### src/rtl/netdma_read_scheduler.sv
// Descriptor scheduler for a DMA read master: accepts one descriptor at a time,
// runs it, then forces an idle gap. Optional RUN watchdog: NETDMA_READ_SCHED_TIMEOUT_EN.
module netdma_read_scheduler #(
    parameter int GAP_CYCLES     = 2,
    parameter int TIMEOUT_CYCLES = 65535
) (
    input  logic        clk_i,
    input  logic        rst_i,
    input  logic        enable_i,
    input  logic        abort_i,
    input  logic        desc_valid_i,
    output logic        desc_ready_o,
    input  logic [31:0] desc_address_i,
    input  logic [15:0] desc_bytecount_i,
    output logic [1:0]  flow_control_o,
    output logic [31:0] address_o,
    output logic [15:0] bytecount_o,
    input  logic        master_eop_i,
    output logic        busy_o,
    output logic        done_o,
    output logic        error_o,
    output logic [15:0] done_count_o
);

    if (GAP_CYCLES < 1 || GAP_CYCLES > 15 || TIMEOUT_CYCLES < 1 || TIMEOUT_CYCLES > 65535) begin : g_bad_param
        $error("netdma_read_scheduler: GAP_CYCLES or TIMEOUT_CYCLES out of range");
    end

    typedef enum logic [1:0] {
        IDLE = 2'd0,
        RUN  = 2'd1,
        GAP  = 2'd2
    } state_t;

    // Gap counter is loaded with GAP_CYCLES-1 so GAP lasts exactly GAP_CYCLES cycles.
    localparam logic [3:0] GAP_LOAD = 4'(GAP_CYCLES - 1);

    state_t     state;
    state_t     state_next;
    logic [3:0] gap_cnt;
    logic [3:0] gap_cnt_next;
    logic       done_next;
    logic       error_next;
    logic       accept;
    logic       latch_desc;
    logic       timeout_hit;

    assign desc_ready_o   = enable_i & (state == IDLE);
    assign accept         = desc_valid_i & desc_ready_o;
    assign latch_desc     = accept & (desc_bytecount_i != 16'd0);
    assign flow_control_o = {1'b0, state == RUN};
    assign busy_o         = (state != IDLE);

`ifdef NETDMA_READ_SCHED_TIMEOUT_EN
    localparam logic [15:0] TIMEOUT_LAST = 16'(TIMEOUT_CYCLES - 1);

    logic [15:0] timeout_cnt;

    // Held at zero outside RUN, so every RUN entry starts from a cleared count.
    always_ff @(posedge clk_i or posedge rst_i) begin
        if (rst_i) begin
            timeout_cnt <= 16'd0;
        end else if (state != RUN) begin
            timeout_cnt <= 16'd0;
        end else begin
            timeout_cnt <= timeout_cnt + 16'd1;
        end
    end

    assign timeout_hit = (state == RUN) && (timeout_cnt == TIMEOUT_LAST);
`else
    assign timeout_hit = 1'b0;
`endif

    always_comb begin
        state_next   = state;
        gap_cnt_next = gap_cnt;
        done_next    = 1'b0;
        error_next   = 1'b0;
        case (state)
            IDLE: begin
                if (accept) begin
                    if (desc_bytecount_i == 16'd0) begin
                        error_next   = 1'b1;
                        state_next   = GAP;
                        gap_cnt_next = GAP_LOAD;
                    end else begin
                        state_next = RUN;
                    end
                end
            end
            RUN: begin
                // End-of-packet takes priority over abort and watchdog.
                if (master_eop_i) begin
                    done_next    = 1'b1;
                    state_next   = GAP;
                    gap_cnt_next = GAP_LOAD;
                end else if (abort_i || timeout_hit) begin
                    error_next   = 1'b1;
                    state_next   = GAP;
                    gap_cnt_next = GAP_LOAD;
                end
            end
            GAP: begin
                if (gap_cnt == 4'd0) begin
                    state_next = IDLE;
                end else begin
                    gap_cnt_next = gap_cnt - 4'd1;
                end
            end
            default: begin
                state_next = IDLE;
            end
        endcase
    end

    always_ff @(posedge clk_i or posedge rst_i) begin
        if (rst_i) begin
            state        <= IDLE;
            gap_cnt      <= 4'd0;
            done_o       <= 1'b0;
            error_o      <= 1'b0;
            done_count_o <= 16'd0;
            address_o    <= 32'd0;
            bytecount_o  <= 16'd0;
        end else begin
            state   <= state_next;
            gap_cnt <= gap_cnt_next;
            done_o  <= done_next;
            error_o <= error_next;
            if (done_next) begin
                done_count_o <= done_count_o + 16'd1;
            end
            if (latch_desc) begin
                address_o   <= desc_address_i;
                bytecount_o <= desc_bytecount_i;
            end
        end
    end

endmodule

### config.mk
export PLATFORM = sky130hd
export DESIGN_NAME = netdma_read_scheduler
export DESIGN_NICKNAME = d
export VERILOG_FILES = /design/src/rtl/netdma_read_scheduler.sv
export SDC_FILE = /design/constraint.sdc
export NUM_CORES = 1
export LEC_CHECK = 0
export CAP_MARGIN = 20
export CORE_MARGIN = 4
export CORE_UTILIZATION = 30
export DETAILED_ROUTE_END_ITERATION = 10
export GPL_TIMING_DRIVEN = 0
export SLEW_MARGIN = 15
export SYNTH_ARGS = -nofsm -noshare
export SYNTH_HDL_FRONTEND = slang
export SYNTH_SLANG_ARGS = --single-unit
### constraint.sdc
create_clock -name clk_i -period 4 [get_ports clk_i]
set_clock_uncertainty 0.1 [all_clocks]
set_input_delay 0.4 -clock clk_i [delete_from_list [all_inputs] [get_ports clk_i]]
set_output_delay 0.4 -clock clk_i [all_outputs]
set_load 0.1 [all_outputs]
======== Yosys cells after proc, flatten, opt, wreduce, memory -nomap -nowiden ========
Index checks and enable logic that the tools add are counted.
word-level totals
  register bits after elaboration ......... 72
  latch bits .............................. 0
  memory bits (writable) .................. 0
  bits in read-only memories .............. 0
  output and inout port bits .............. 70
  memories ................................ 0
cells by class
  add/subtract/negate cells ............... 2
  $mul .................................... 0
  divide/modulo/power cells ............... 0
  order comparisons ....................... 0
  eq/ne operators ......................... 7
  shift operators ......................... 0
  multiplexer cells ....................... 19
  bitwise logic cells ..................... 3
  reduce and logical (&&, ||, !) cells .... 8
operator list
  operator               number
  $mux 4                 5
  $add 16x1->16 const B  1
  $logic_not 16->1       1
  $reduce_bool 16->1     1
  $pmux 4 s3             1
  $mux 2                 5
  $mux 1                 6
  $ne 2x2->1 const B     3
  $pmux 2 s3             1
  $reduce_and 5->1       1
  $logic_not 4->1        1
  $sub 4x1->4 const B    1
  $and 1x1->1            3
  $ne 3x2->1 const B     1
  $reduce_and 3->1       1
  $reduce_bool 3->1      1
  $eq 2x1->1 const B     1
  $eq 2x2->1 const B     1
  $logic_not 2->1        1
  $ne 2x1->1 const B     1
  $pmux 1 s2             1
  $reduce_bool 2->1      1

======== Depth between registers and ports, before layout ========
Gate-level depths: netlist (run 1).
  word-level depth ........................ 5
  mapped depth ............................ 6

======== Least setup slack after synthesis (run 1) ========
No wires, ideal clock.
  path kind ............................... reg2reg
  start ................................... reg state[1]
  end ..................................... reg gap_cnt[0]
  setup time .............................. 0.065 ns
  arrival ................................. 2.466 ns
  path slack .............................. 1.369 ns
  stages on the path, launching flop included .. 5
  buffers on the path ..................... 0
  clock period less this slack ............ 2.631 ns
  cells stage by stage .................... dfrtp_1 -> nor2b_1 -> a22oi_1 -> o21ai_0 -> mux2_2
RTL lines
  element                                                           RTL line  source
  start, declared                                                   38        state_t state;
  start signal, assigned                                            127       state <= state_next;
  $eq 2x1->1 (*)                                                    -
  via flow_control_o[0]                                             15        output logic [1:0] flow_control_o,
  $ne 3x2->1 (no line) / $reduce_bool 3->1 (equally long branches)  -
  $reduce_and 5->1 (no line)                                        -
  end signal, assigned                                              128       gap_cnt <= gap_cnt_next;
  end, declared                                                     40        logic [3:0] gap_cnt;
Mark *: on every way through the listed nets, which the timed path passes. The rest lies on a longest branch.
A chain may end at the register's enable or synchronous reset.

======== Worst setup path after layout (run 1) ========
  start ................................... reg state[0]
  end ..................................... out desc_ready_o
between the ends
  word-level cells in the longest chain between the ends .. 2
RTL lines
  element          RTL line  source
  $logic_not 2->1  48        assign desc_ready_o = enable_i & (state == IDLE);
  $and 1x1->1      48
  end, declared    12        output logic desc_ready_o,
Every way passes these cells.

==> run metrics, run 1 <==
element type at the critical path start=register; post-CTS resize count=0; Post-synth EDFFs=0; Synth area leaders=dfrtp_1 (60%), mux2_2 (15%), mux2_4 (4.5%); yosys warns=0; Layout Utilization=0.4720; commonest non-fill, non-tap cell in the layout=clkdlybuf4s50_1; WS Path Type=register to primary output; Detailed Routing Iterations Pass 1=4; DR DRC count=0; Layout fillers=933; Arr. time, crit path=between 2 and 2.5 ns; Root Buffer=clkbuf_8; Die H=about 110 µm; drt initial violations=72; Multi-input gate area=roughly 1100 µm²; total track usage=0.1198; Sink Count=approximately 70; Starting Density=0.3067; Slew Limit Fails=0; RePlAce Congestion=~0.7; Final Critical Period=~2.7 ns; crit path max fanout=5; Worst R2R Setup Slack=around 2.0 ns; RSZ-0062 raised after global routing=false; CTS tree=done; H-tree levels=3; I/O pins=between 100 and 150; drt via density=4.360; die width=between 100 and 150 µm; dpl hpwl=approximately 5100 µm; Synth Area per Inst=around 14 µm²; Site Rows=36; Req. time, crit path=3.50 ns; R2R depth=6; r2r endpoint=gap_cnt[0]$_DFFE_PP0P_; Synth Instances=209; DRT Wirelength=around 6900 µm; die area=11610 µm²; register area share after synthesis=0.6038; Worst-Skew Late Latency=around 0.34 ns; TritonCTS Buffers=9; commonest cells after routing, fill and taps aside=clkdlybuf4s50_1 (122), dfrtp_1 (72), mux2_2 (41), xnor2_1 (13); Area Overhead vs Synth=53.88%; Synth top area share=0.6038; Max Root-Sink Buffers=2; Min-Delay Path Class=input pin to async pin; Async SR Flop Fraction=1.000; max_slew headroom=0.3152; vias in the first global route=2190; antenna violations before repair=0; hold buffers post-CTS=0; clock slew at reported path FFs=about 0.08 ns; crit path capture type=primary output; Seq cells post-synth=72; max cap viols=0; status=complete, no violations; ant diodes=0; first-pass GRT wire length=about 11000 µm; final number of hold-violating endpoints=0; via count=between 2000 and 2500; worst slew pin tran=a little over 1 ns; Synth cell types=38; I/O Buffers=~120; Layout Nets=about 400; setup bufs post-CTS=0; syn nets=265; Antenna Nets Post-Route=0; layout cells sized above 1=0.2270; Reg area=about 1800 µm²; Peak Freq=369.6 MHz; ys flop type=dfrtp_1; R2R Path Start=gap_cnt[0]$_DFFE_PP0P_; Setup TNS Final=0 ns; core area=slightly below 10000 µm²; largest net degree at the start of global routing=39; Mapped Area=roughly 3000 µm²; Yosys top cell by area=dfrtp_1; endpoints failing setup=0; Overflow after GRT=0; routed length per instance=roughly 14 µm; period utilization=0.6763
==> per-stage QoR <==
stage	hold WS (ns)	cell area, µm²	setup WS [ns]	std cells
floorplan	0.3492	2984	1.369	209
global placement	0.3630	4372	0.2811	464
detailed placement	0.3625	4394	1.360	465
CTS	0.3315	4592	1.257	481
global route	0.3653	4592	1.185	481
finish	0.3287	4592	1.295	481
==> worst max-delay path by stage <==
| stage | startpoint | slack [ns] | depth (start not counted) | endpoint |
|---|---|---|---|---|
| floorplan | state[1]$_DFFE_PP0P_ | 1.37 | 4 | gap_cnt[0]$_DFFE_PP0P_ |
| global placement | rst_i | 0.28 | 2 | bytecount_o[4]$_DFFE_PP0P_ |
| detailed placement | enable_i | 1.36 | 3 | desc_ready_o |
| CTS | state[0]$_DFFE_PP0P_ | 1.26 | 3 | desc_ready_o |
| global route | state[0]$_DFFE_PP0P_ | 1.19 | 3 | desc_ready_o |
| finish | state[0]$_DFFE_PP0P_ | 1.29 | 3 | desc_ready_o |
==> Yosys cell counts (2+ instances only) <==
cell       n
dfrtp_1   72
mux2_2    41
xnor2_1   13
mux2_4     9
nand2_1    7
nand3_1    7
inv_1      6
and3_1     4
buf_2      4
nand4_1    4
nor2_1     4
o21ai_0    4
nor4_2     3
and2_1     2
and4_1     2
clkbuf_1   2
ha_1       2
nor2b_1    2
xor2_1     2
==> registers in the layout, indices dropped and copies added (netlist names) <==
register,count
address_o,32
bytecount_o,16
done_count_o,16
gap_cnt,4
state,2
done_o,1
error_o,1
==> per-layer routing <==
layer,global-route usage,part of all wire,wire (µm),up-vias
met1,0.1450,0.44,3011,1022
met3,0.05159,0.091,621,10
met2,0.1909,0.46,3137,74
met4,0.04058,0.012,82,0
li1,-,-,-,991
met5,0,0,0,-
==> logic make-up (layout without fill, tap and decap cells) <==
group,Yosys count,after routing,share of synthesized area
multiplexers,50,50,0.2000
AO/OA/AOI/OAI,10,10,0.02265
adder cells (fa/ha/maj),2,2,0.008384
XOR/XNOR,15,15,0.04403
flip-flops,72,72,0.6038
other,1,1,0.001257
AND/OR/NAND/NOR,43,43,0.09057
buffers and inverters,16,155,0.02935
==> final cells by class <==
type | instances | share of cell area
plain buffers | 10 | 0.01417
flip-flops and latches | 72 | 0.3924
well taps | 133 | 0.03624
clock inverters | 6 | 0.01526
inverters | 6 | 0.005450
multi-input cells | 121 | 0.2384
repair buffers | 123 | 0.2703
clock buffers | 10 | 0.02779
==> critical path, stage by stage (launching register included) <==
cell,delay [ns]
dfrtp_1,0.42
nor2_1,0.18
and2_1,0.15
clkdlybuf4s50_1,1.12
Power of run 1 is left out: the tool's default activity adds up to more than one toggle a clock period on the data nets, which glitch-free logic cannot reach.
==> run 2: changes to the inputs <==
==> constraint.sdc (replaced) <==
create_clock -name clk_i -period 2.8 [get_ports clk_i]
set_clock_uncertainty 0.1 [all_clocks]
set_input_delay 0.28 -clock clk_i [delete_from_list [all_inputs] [get_ports clk_i]]
set_output_delay 0.28 -clock clk_i [all_outputs]
set_load 0.1 [all_outputs]
==> results of run 2 <==
The final DEF is identical to that of run 1. Status: complete, no violations.
Main changes from that run: setup slack after placement 1.360 ns -> 0.2991 ns; setup slack after layout 1.295 ns -> 0.2146 ns; hold slack 0.3287 ns -> 0.2087 ns; register-to-register setup slack 1.99 ns -> 0.79 ns
Power of run 2 is left out for the same reason.
